===== src/rtl/mer_calc_log_if.sv =====
// Sample/result bundle between the power accumulators, the MER estimator and its consumer.
// The master drives the power sample; the slave (the estimator) returns the MER result.
interface mer_calc_log_if #(
  parameter int PWR_W = 18,
  parameter int OUT_W = 8
);
  logic                    in_valid;
  logic signed [PWR_W-1:0] mapper_power;
  logic signed [PWR_W-1:0] error_power;
  logic                    out_valid;
  logic signed [OUT_W-1:0] out_mer;
  logic                    out_err;
  logic                    out_sat;

  modport master (
    output in_valid, mapper_power, error_power,
    input  out_valid, out_mer, out_err, out_sat
  );

  modport slave (
    input  in_valid, mapper_power, error_power,
    output out_valid, out_mer, out_err, out_sat
  );
endinterface


===== src/rtl/mer_calc_log.sv =====
// Four-stage MER estimator: 10*log10(Pm/Pe) in dB via leading-one detect, a log2 fraction LUT,
// a subtract and a fixed-point multiply by 10*log10(2); with error/saturation flags and event counters.
module mer_calc_log #(
  parameter int PWR_W  = 18,
  parameter int MANT_F = 5,
  parameter int LOG_F  = 8,
  parameter int OUT_W  = 8,
  parameter int OUT_F  = 2,
  parameter int CNT_W  = 16
) (
  input  logic             clk,
  input  logic             reset,
  input  logic             clk_en,
  input  logic             clr_stats,
  mer_calc_log_if.slave    bus,
  output logic [CNT_W-1:0] err_count,
  output logic [CNT_W-1:0] sat_count
);

  localparam int KW     = $clog2(PWR_W);
  localparam int LG_W   = KW + LOG_F;
  localparam int D_W    = LG_W + 1;
  localparam int C_W    = LOG_F + 4;
  localparam int P_W    = D_W + C_W;
  localparam int R_W    = P_W + 1;
  localparam int SH     = 2 * LOG_F - OUT_F;
  localparam int LUT_GB = 7;

  // 10*log10(2) = 3.010299957, rounded to LOG_F fractional bits
  localparam longint unsigned C_L =
    (64'd3010299957 * (64'd1 << LOG_F) + 64'd500000000) / 64'd1000000000;
  localparam logic signed [C_W-1:0]   C_MUL = C_W'(C_L);
  localparam logic signed [R_W-1:0]   HALF  = R_W'(2 ** (SH - 1));
  localparam logic signed [R_W-1:0]   R_MAX = R_W'(2 ** (OUT_W - 1) - 1);
  localparam logic signed [R_W-1:0]   R_MIN = R_W'(-(2 ** (OUT_W - 1)));
  localparam logic signed [OUT_W-1:0] O_MAX = OUT_W'(2 ** (OUT_W - 1) - 1);
  localparam logic signed [OUT_W-1:0] O_MIN = OUT_W'(-(2 ** (OUT_W - 1)));

  // log2(1 + m/2^MANT_F) by repeated squaring in Q1.30, with guard bits then rounded
  function automatic logic [LOG_F-1:0] lut_val(input int m);
    longint unsigned y;
    longint unsigned frac;
    y    = 64'(2 ** MANT_F + m) << (30 - MANT_F);
    frac = 64'd0;
    for (int i = 0; i < LOG_F + LUT_GB; i++) begin
      y    = (y * y) >> 30;
      frac = frac << 1;
      if (y >= (64'd2 << 30)) begin
        frac = frac | 64'd1;
        y    = y >> 1;
      end
    end
    frac = (frac + (64'd1 << (LUT_GB - 1))) >> LUT_GB;
    if (frac >= (64'd1 << LOG_F)) lut_val = '1;
    else                          lut_val = LOG_F'(frac);
  endfunction

  function automatic logic [KW-1:0] msb_idx(input logic [PWR_W-1:0] x);
    msb_idx = '0;
    for (int i = 0; i < PWR_W - 1; i++) begin
      if (x[i]) msb_idx = KW'(i);
    end
  endfunction

  // Bits just below the leading one; zero-filled on the right when fewer than MANT_F exist
  function automatic logic [MANT_F-1:0] mant_bits(input logic [PWR_W-1:0] x,
                                                  input logic [KW-1:0]    k);
    if (int'(k) >= MANT_F) mant_bits = MANT_F'(x >> (int'(k) - MANT_F));
    else                   mant_bits = MANT_F'(x << (MANT_F - int'(k)));
  endfunction

  logic [LOG_F-1:0] lut [2**MANT_F];
  for (genvar g = 0; g < 2**MANT_F; g++) begin : g_lut
    assign lut[g] = lut_val(g);
  end

  // Control state (reset) and data lanes (no reset)
  logic v1_q, v2_q, v3_q;
  logic err1_q, err2_q, err3_q;
  logic signed [PWR_W-1:0] pm1_q, pe1_q;
  logic [KW-1:0]           k_m2_q, k_e2_q;
  logic [MANT_F-1:0]       m_m2_q, m_e2_q;
  logic signed [D_W-1:0]   d3_q;
  logic                    out_valid_q, out_err_q, out_sat_q;
  logic signed [OUT_W-1:0] out_mer_q;
  logic [CNT_W-1:0]        err_cnt_q, sat_cnt_q;

  logic [KW-1:0]           k_m_d, k_e_d;
  logic [MANT_F-1:0]       m_m_d, m_e_d;
  logic [LG_W-1:0]         lg_m, lg_e;
  logic signed [D_W-1:0]   d_d;
  logic signed [P_W-1:0]   prod;
  logic signed [R_W-1:0]   rnd;
  logic                    clip;
  logic                    out_err_d, out_sat_d;
  logic signed [OUT_W-1:0] out_mer_d;

  // NOTE: every always_comb assigns all its outputs first, so no path can infer a latch.
  always_comb begin
    k_m_d = msb_idx(pm1_q);
    k_e_d = msb_idx(pe1_q);
    m_m_d = mant_bits(pm1_q, k_m_d);
    m_e_d = mant_bits(pe1_q, k_e_d);
  end

  always_comb begin
    lg_m = {k_m2_q, lut[m_m2_q]};
    lg_e = {k_e2_q, lut[m_e2_q]};
    d_d  = $signed({1'b0, lg_m}) - $signed({1'b0, lg_e});
  end

  always_comb begin
    prod      = P_W'(d3_q) * P_W'(C_MUL);
    rnd       = (R_W'(prod) + HALF) >>> SH;
    clip      = 1'b0;
    out_mer_d = OUT_W'(rnd);
    if (rnd > R_MAX) begin
      clip      = 1'b1;
      out_mer_d = O_MAX;
    end else if (rnd < R_MIN) begin
      clip      = 1'b1;
      out_mer_d = O_MIN;
    end
    if (err3_q) out_mer_d = '1;
    out_err_d = v3_q & err3_q;
    out_sat_d = v3_q & ~err3_q & clip;
  end

  // NOTE: sequential state uses non-blocking assignments so every stage samples pre-edge values.
  always_ff @(posedge clk) begin
    if (reset) begin
      v1_q        <= 1'b0;
      v2_q        <= 1'b0;
      v3_q        <= 1'b0;
      out_valid_q <= 1'b0;
      out_err_q   <= 1'b0;
      out_sat_q   <= 1'b0;
      out_mer_q   <= '0;
    end else if (clk_en) begin
      v1_q        <= bus.in_valid;
      v2_q        <= v1_q;
      v3_q        <= v2_q;
      out_valid_q <= v3_q;
      out_err_q   <= out_err_d;
      out_sat_q   <= out_sat_d;
      out_mer_q   <= out_mer_d;
    end
  end

  // NOTE: data lanes carry no reset; the valid bits alone qualify them, which keeps the flops cheap.
  always_ff @(posedge clk) begin
    if (clk_en) begin
      pm1_q  <= bus.mapper_power;
      pe1_q  <= bus.error_power;
      err1_q <= bus.mapper_power[PWR_W-1] || (bus.mapper_power == '0) ||
                bus.error_power[PWR_W-1]  || (bus.error_power == '0);
      k_m2_q <= k_m_d;
      k_e2_q <= k_e_d;
      m_m2_q <= m_m_d;
      m_e2_q <= m_e_d;
      err2_q <= err1_q;
      d3_q   <= d_d;
      err3_q <= err2_q;
    end
  end

  // Each result occupies the output register for exactly one enabled cycle, so it counts once
  always_ff @(posedge clk) begin
    if (reset || clr_stats) begin
      err_cnt_q <= '0;
      sat_cnt_q <= '0;
    end else if (clk_en && out_valid_q) begin
      if (out_err_q && (err_cnt_q != '1)) err_cnt_q <= err_cnt_q + 1'b1;
      if (out_sat_q && (sat_cnt_q != '1)) sat_cnt_q <= sat_cnt_q + 1'b1;
    end
  end

  assign bus.out_valid = out_valid_q;
  assign bus.out_mer   = out_mer_q;
  assign bus.out_err   = out_err_q;
  assign bus.out_sat   = out_sat_q;
  assign err_count     = err_cnt_q;
  assign sat_count     = sat_cnt_q;

endmodule


===== src/flat_wrapper.sv =====
// flat-port wrapper written by rule: the top's interface ports become plain ports
module mer_calc_log_flat 
#(
  parameter int PWR_W  = 18,
  parameter int MANT_F = 5,
  parameter int LOG_F  = 8,
  parameter int OUT_W  = 8,
  parameter int OUT_F  = 2,
  parameter int CNT_W  = 16
)
  (clk, reset, clk_en, clr_stats, err_count, sat_count, bus_in_valid, bus_mapper_power, bus_error_power, bus_out_valid, bus_out_mer, bus_out_err, bus_out_sat);
  mer_calc_log_if #(.PWR_W(PWR_W), .OUT_W(OUT_W)) bus_i ();
  input  logic clk;
  input  logic reset;
  input  logic clk_en;
  input  logic clr_stats;
  output logic [CNT_W-1:0] err_count;
  output logic [CNT_W-1:0] sat_count;
  input wire logic [$bits(bus_i.in_valid)-1:0] bus_in_valid;
  input wire logic [$bits(bus_i.mapper_power)-1:0] bus_mapper_power;
  input wire logic [$bits(bus_i.error_power)-1:0] bus_error_power;
  output wire logic [$bits(bus_i.out_valid)-1:0] bus_out_valid;
  output wire logic [$bits(bus_i.out_mer)-1:0] bus_out_mer;
  output wire logic [$bits(bus_i.out_err)-1:0] bus_out_err;
  output wire logic [$bits(bus_i.out_sat)-1:0] bus_out_sat;
  assign bus_i.in_valid = bus_in_valid;
  assign bus_i.mapper_power = bus_mapper_power;
  assign bus_i.error_power = bus_error_power;
  assign bus_out_valid = bus_i.out_valid;
  assign bus_out_mer = bus_i.out_mer;
  assign bus_out_err = bus_i.out_err;
  assign bus_out_sat = bus_i.out_sat;
  mer_calc_log #(.PWR_W(PWR_W), .MANT_F(MANT_F), .LOG_F(LOG_F), .OUT_W(OUT_W), .OUT_F(OUT_F), .CNT_W(CNT_W)) u_core (.clk(clk), .reset(reset), .clk_en(clk_en), .clr_stats(clr_stats), .bus(bus_i), .err_count(err_count), .sat_count(sat_count));
endmodule

===== config.mk =====
export PLATFORM = sky130hd
export DESIGN_NAME = mer_calc_log_flat
export DESIGN_NICKNAME = d
export VERILOG_FILES = /design/src/rtl/mer_calc_log_if.sv /design/src/rtl/mer_calc_log.sv /design/src/flat_wrapper.sv
export SDC_FILE = /design/constraint.sdc
export NUM_CORES = 1
export LEC_CHECK = 0
export ABC_AREA = 1
export CAP_MARGIN = 0
export CORE_MARGIN = 2
export CORE_UTILIZATION = 48
export CTS_BUF_LIST = sky130_fd_sc_hd__clkbuf_4 sky130_fd_sc_hd__clkbuf_8
export DETAILED_ROUTE_END_ITERATION = 7
export GPL_TIMING_DRIVEN = 0
export PLACE_DENSITY = 0.68
export SYNTH_ARGS = -nofsm -noshare
export SYNTH_HDL_FRONTEND = slang
export SYNTH_SLANG_ARGS = --single-unit

===== constraint.sdc =====
create_clock -name clk -period 11.48 [get_ports clk]
set_input_delay 2.296 -clock clk [delete_from_list [all_inputs] [get_ports clk]]
set_output_delay 2.296 -clock clk [all_outputs]
set_load 0.05 [all_outputs]

==> flow_results.xml <==
<?xml version="1.0" encoding="UTF-8"?>
<metrics>
  <group name="clocking">
    <metric name="clock-sinks" unit="">119</metric>
    <metric name="tritoncts.num_buffers" unit="">17</metric>
    <metric name="cts.repair.resized" unit="">0</metric>
    <metric name="clock_tree_from_tritoncts" unit="">done</metric>
    <metric name="largest_buffer_count_on_any_clock_path" unit="">2</metric>
    <metric name="cts.root.buffer_cell" unit="">sky130_fd_sc_hd__clkbuf_8</metric>
    <metric name="cts_hold_repair.buffers" unit="">0</metric>
    <metric name="postCtsSetupBuffers" unit="">0</metric>
    <metric name="clock_edge_transition_at_the_registers_on_the_reported_setup_and_hold_paths" unit="ps">70</metric>
    <metric name="worst_skew_pair.late_latency" unit="ps">450</metric>
    <metric name="ctsHtreeMaxLevel" unit="">4</metric>
  </group>
  <group name="critical_path">
    <metric name="cp_data_arrival_time" unit="ps">5150</metric>
    <metric name="reg2reg_from" unit="">u_core.d3_q[13]</metric>
    <metric name="crit_type" unit="">reg2reg</metric>
    <metric name="r2r_end" unit="">u_core.bus.out_mer[0]</metric>
    <metric name="crit_path_start" unit="">u_core.d3_q[13]</metric>
    <metric name="regToRegSetupSlack" unit="ps">6660</metric>
    <metric name="critPathLaunchType" unit="">flop</metric>
    <metric name="depth_of_the_worst_register_to_register_path" unit="">18</metric>
    <metric name="cp_max_fo" unit="">12</metric>
    <metric name="endpoint_kind" unit="">flop</metric>
    <metric name="critical_path_required_time" unit="ps">11800</metric>
  </group>
  <group name="sta">
    <metric name="rsz0062_at_grt" unit="">false</metric>
    <metric name="final-max-slew-violation-count" unit="">0</metric>
    <metric name="setup-violations-final" unit="">0</metric>
    <metric name="max_slew_margin" unit="">0.542</metric>
    <metric name="post-route-period-util" unit="">0.420</metric>
    <metric name="final_period_minus_worst_setup_slack" unit="ps">4820</metric>
    <metric name="worstMarginPinSlew" unit="ps">686</metric>
    <metric name="final.setup_skew" unit="ps">18.5</metric>
    <metric name="timing.setup.tns" unit="ps">0</metric>
    <metric name="max_freq" unit="MHz">207</metric>
    <metric name="final-hold-violation-count" unit="">0</metric>
  </group>
  <group name="synthesis">
    <metric name="post-synth-top-area-fraction" unit="">0.218</metric>
    <metric name="synth_top_family_by_area" unit="">simple AND/OR/NAND/NOR gates</metric>
    <metric name="post_synth_fa_ha_maj_area_fraction" unit="">0.187</metric>
    <metric name="synth_top_area_cell" unit="">sky130_fd_sc_hd__edfxtp_1</metric>
    <metric name="post_synthesis_sequential_element_count" unit="">119</metric>
    <metric name="synth.yosys.seq_area_share" unit="">0.309</metric>
    <metric name="ys.flop_type" unit="">sky130_fd_sc_hd__edfxtp_1</metric>
    <metric name="synth.most_common_cell" unit="">sky130_fd_sc_hd__nand2_1</metric>
    <metric name="synth_compound_area_frac" unit="">0.149</metric>
    <metric name="syn-cell-area" unit="µm²">10100</metric>
    <metric name="synth_area_per_cell" unit="µm²">7.78</metric>
    <metric name="synth_cell_types" unit="">60</metric>
    <metric name="synth_top_cells_by_count" unit="">sky130_fd_sc_hd__nand2_1, sky130_fd_sc_hd__inv_1, sky130_fd_sc_hd__ha_1</metric>
    <metric name="synth_async_sr_flop_share" unit="">0</metric>
    <metric name="main_area_contributors_after_synthesis" unit="">sky130_fd_sc_hd__edfxtp_1, sky130_fd_sc_hd__ha_1, sky130_fd_sc_hd__dfxtp_1, sky130_fd_sc_hd__nand2_1, sky130_fd_sc_hd__inv_1</metric>
    <metric name="number_of_enable_flip_flop_cells_after_synthesis" unit="">73</metric>
    <metric name="syn-num-nets" unit="">1475</metric>
    <metric name="synthesis.yosys.warnings" unit="">0</metric>
    <metric name="synthesis.instances" unit="">1294</metric>
    <metric name="post_synth_xor_area_fraction" unit="">0.0251</metric>
    <metric name="synth-simple-area-share" unit="">0.242</metric>
    <metric name="post_synth_mux_area_share" unit="">0</metric>
  </group>
  <group name="die">
    <metric name="ioPinCount" unit="">84</metric>
    <metric name="floorplan.initialDensity" unit="">0.493</metric>
    <metric name="die-area" unit="µm²">22100</metric>
    <metric name="chipHeight" unit="µm">149</metric>
    <metric name="core_area" unit="µm²">20400</metric>
    <metric name="die_x" unit="µm">149</metric>
    <metric name="floorplan.rows" unit="">52</metric>
  </group>
  <group name="grt">
    <metric name="global_route.usage.total" unit="">0.216</metric>
    <metric name="grt_remaining_overflow" unit="">0</metric>
    <metric name="antenna_violations_before_repair" unit="">0</metric>
    <metric name="grt_pass1_vias" unit="">8431</metric>
    <metric name="grt_start_max_net_pins" unit="">70</metric>
    <metric name="grt_pass1_wl" unit="µm">38900</metric>
  </group>
  <group name="hold_path">
    <metric name="hp-start" unit="">u_core.err2_q</metric>
    <metric name="whs_endpoint" unit="">u_core.err3_q</metric>
    <metric name="hold_path.class" unit="">reg2reg</metric>
    <metric name="holdPathStages" unit="">0</metric>
  </group>
  <group name="placement">
    <metric name="port_bufs" unit="">83</metric>
    <metric name="gp_congestion" unit="">0.922</metric>
    <metric name="placedCellCount" unit="">1648</metric>
    <metric name="place.detailed.hpwl" unit="µm">18400</metric>
  </group>
  <group name="run_status">
    <metric name="run_status" unit="">finished, final reports clean</metric>
  </group>
  <group name="layout">
    <metric name="multi_input_area" unit="µm²">6070</metric>
    <metric name="antenna_cells" unit="">0</metric>
    <metric name="final_core_utilization" unit="">0.572</metric>
    <metric name="fillCellCount" unit="">1897</metric>
    <metric name="syn_to_final_growth" unit="%">16.2</metric>
    <metric name="stdcell_count" unit="">1680</metric>
    <metric name="final_nets" unit="">1578</metric>
    <metric name="final_layout_size_suffix_gt1_frac" unit="">0.0745</metric>
    <metric name="seqCellArea" unit="µm²">3110</metric>
  </group>
  <group name="detailed_routing">
    <metric name="post_route_drc_violation_count" unit="">0</metric>
    <metric name="detail-route-antenna-nets" unit="">0</metric>
    <metric name="wl_met3" unit="µm">834</metric>
    <metric name="m1WireLength" unit="µm">10700</metric>
    <metric name="drt-vias-per-instance" unit="">5.30</metric>
    <metric name="dr.max_layer_used" unit="">met4</metric>
    <metric name="routed_wire_length_per_instance" unit="µm">13.6</metric>
    <metric name="routed_wirelength" unit="µm">22900</metric>
    <metric name="detail_route.iter0.violations" unit="">456</metric>
    <metric name="detailroute.wirelength.met2" unit="µm">11000</metric>
    <metric name="detail_route.first_pass.iterations" unit="">5</metric>
    <metric name="vias" unit="">8898</metric>
  </group>
  <group name="flow_run">
    <metric name="max_cap_violations" unit="">0</metric>
  </group>
</metrics>
## cells in the final DEF (no fill, tap or decap), types with 5 or more instances in the layout
cell | netlist | routed
sky130_fd_sc_hd__o221ai_1 | 5 | 5
sky130_fd_sc_hd__edfxtp_1 | 73 | 73
sky130_fd_sc_hd__o31ai_1 | 5 | 5
sky130_fd_sc_hd__clkbuf_1 | 10 | 10
sky130_fd_sc_hd__nor4_1 | 12 | 12
sky130_fd_sc_hd__fa_1 | 18 | 18
sky130_fd_sc_hd__o21a_1 | 5 | 5
sky130_fd_sc_hd__nand3_2 | 5 | 5
sky130_fd_sc_hd__clkbuf_8 | 0 | 17
sky130_fd_sc_hd__nand4_1 | 13 | 13
sky130_fd_sc_hd__nand2_1 | 239 | 239
sky130_fd_sc_hd__ha_1 | 122 | 122
sky130_fd_sc_hd__nor3_1 | 22 | 22
sky130_fd_sc_hd__nand2_2 | 6 | 6
sky130_fd_sc_hd__dfxtp_1 | 46 | 46
sky130_fd_sc_hd__o21ai_0 | 77 | 77
sky130_fd_sc_hd__o21ai_1 | 23 | 23
sky130_fd_sc_hd__inv_1 | 183 | 183
sky130_fd_sc_hd__clkdlybuf4s50_1 | 0 | 82
sky130_fd_sc_hd__nor2_1 | 96 | 96
sky130_fd_sc_hd__o211ai_1 | 22 | 22
sky130_fd_sc_hd__a21oi_1 | 83 | 83
sky130_fd_sc_hd__clkinv_1 | 3 | 5
sky130_fd_sc_hd__a21oi_2 | 7 | 7
sky130_fd_sc_hd__inv_2 | 17 | 17
sky130_fd_sc_hd__nand3_1 | 107 | 107
sky130_fd_sc_hd__xor2_1 | 17 | 17
sky130_fd_sc_hd__xnor2_1 | 10 | 10
sky130_fd_sc_hd__o2111ai_1 | 6 | 6
## state kept, by name, summed over array words and instances (netlist names), 5 cells and up
register            count
u_core.bus.out_mer      8
u_core.d3_q            14
u_core.err_count       16
u_core.k_e2_q           5
u_core.k_m2_q           5
u_core.m_e2_q           5
u_core.m_m2_q           5
u_core.pe1_q           18
u_core.pm1_q           18
u_core.sat_count       16
## how the worst max path moves through the flow
| stage | to | slack [ps] | depth (start not counted) |
|---|---|---|---|
| 2_1_floorplan | u_core.bus.out_mer[5] | 7220 | 21 |
| 3_3_place_gp | u_core.err_count[15] | 4120 | 12 |
| 3_5_place_dp | u_core.bus.out_mer[0] | 6650 | 18 |
| 4_1_cts | u_core.bus.out_mer[0] | 6620 | 18 |
| 5_1_grt | u_core.bus.out_mer[0] | 6370 | 18 |
| 6_report | u_core.bus.out_mer[0] | 6660 | 18 |
## per-layer routing
| layer | vias to the layer above | GRT usage |
|---|---|---|
| met4 | 0 | 0.0600 |
| met3 | 34 | 0.0422 |
| met1 | 4049 | 0.281 |
| met5 | - | 0 |
| met2 | 199 | 0.368 |
| li1 | 4616 | - |
## worst max-delay path, cell delays in order (launching register included)
cell                       delay, ps
sky130_fd_sc_hd__edfxtp_1        800
sky130_fd_sc_hd__fa_1            600
sky130_fd_sc_hd__ha_1            310
sky130_fd_sc_hd__inv_1            50
sky130_fd_sc_hd__fa_1            500
sky130_fd_sc_hd__inv_1            40
sky130_fd_sc_hd__ha_1            290
sky130_fd_sc_hd__ha_1            350
sky130_fd_sc_hd__nand2_1         150
sky130_fd_sc_hd__nor3_1          270
sky130_fd_sc_hd__nor3b_2         260
sky130_fd_sc_hd__nand3_1         120
sky130_fd_sc_hd__nand3_1         120
sky130_fd_sc_hd__xor2_1           90
sky130_fd_sc_hd__inv_1            60
sky130_fd_sc_hd__nand3_1          60
sky130_fd_sc_hd__or2_4           250
sky130_fd_sc_hd__a21oi_4         290
sky130_fd_sc_hd__a21oi_2          90
## stage by stage
stage	hold WS, ps	area [µm²]	setup WS (ps)
5_1_grt	448	11700	6370
2_1_floorplan	400	10100	7220
3_5_place_dp	413	11300	6650
6_report	434	11700	6660
4_1_cts	437	11700	6620
3_3_place_gp	405	11200	4120
## area by class of cell
type,instances,area share
timing repair buffer,84,0.0732
clock inverter,15,0.0172
inverter,203,0.0652
clock buffer,17,0.0200
tap,270,0.0289
buffer,19,0.00984
multi-input combinational,953,0.519
sequential,119,0.266
## logic make-up after synthesis
group                    Yosys count
flip-flops                       119
buffers and inverters            222
adder cells (fa/ha/maj)          140
AND/OR/NAND/NOR                  531
XOR/XNOR                          28
AO/OA/AOI/OAI                    254
Power is not shown: default switching activity piles up to over one toggle a cycle in this logic, so the estimate is an artifact.
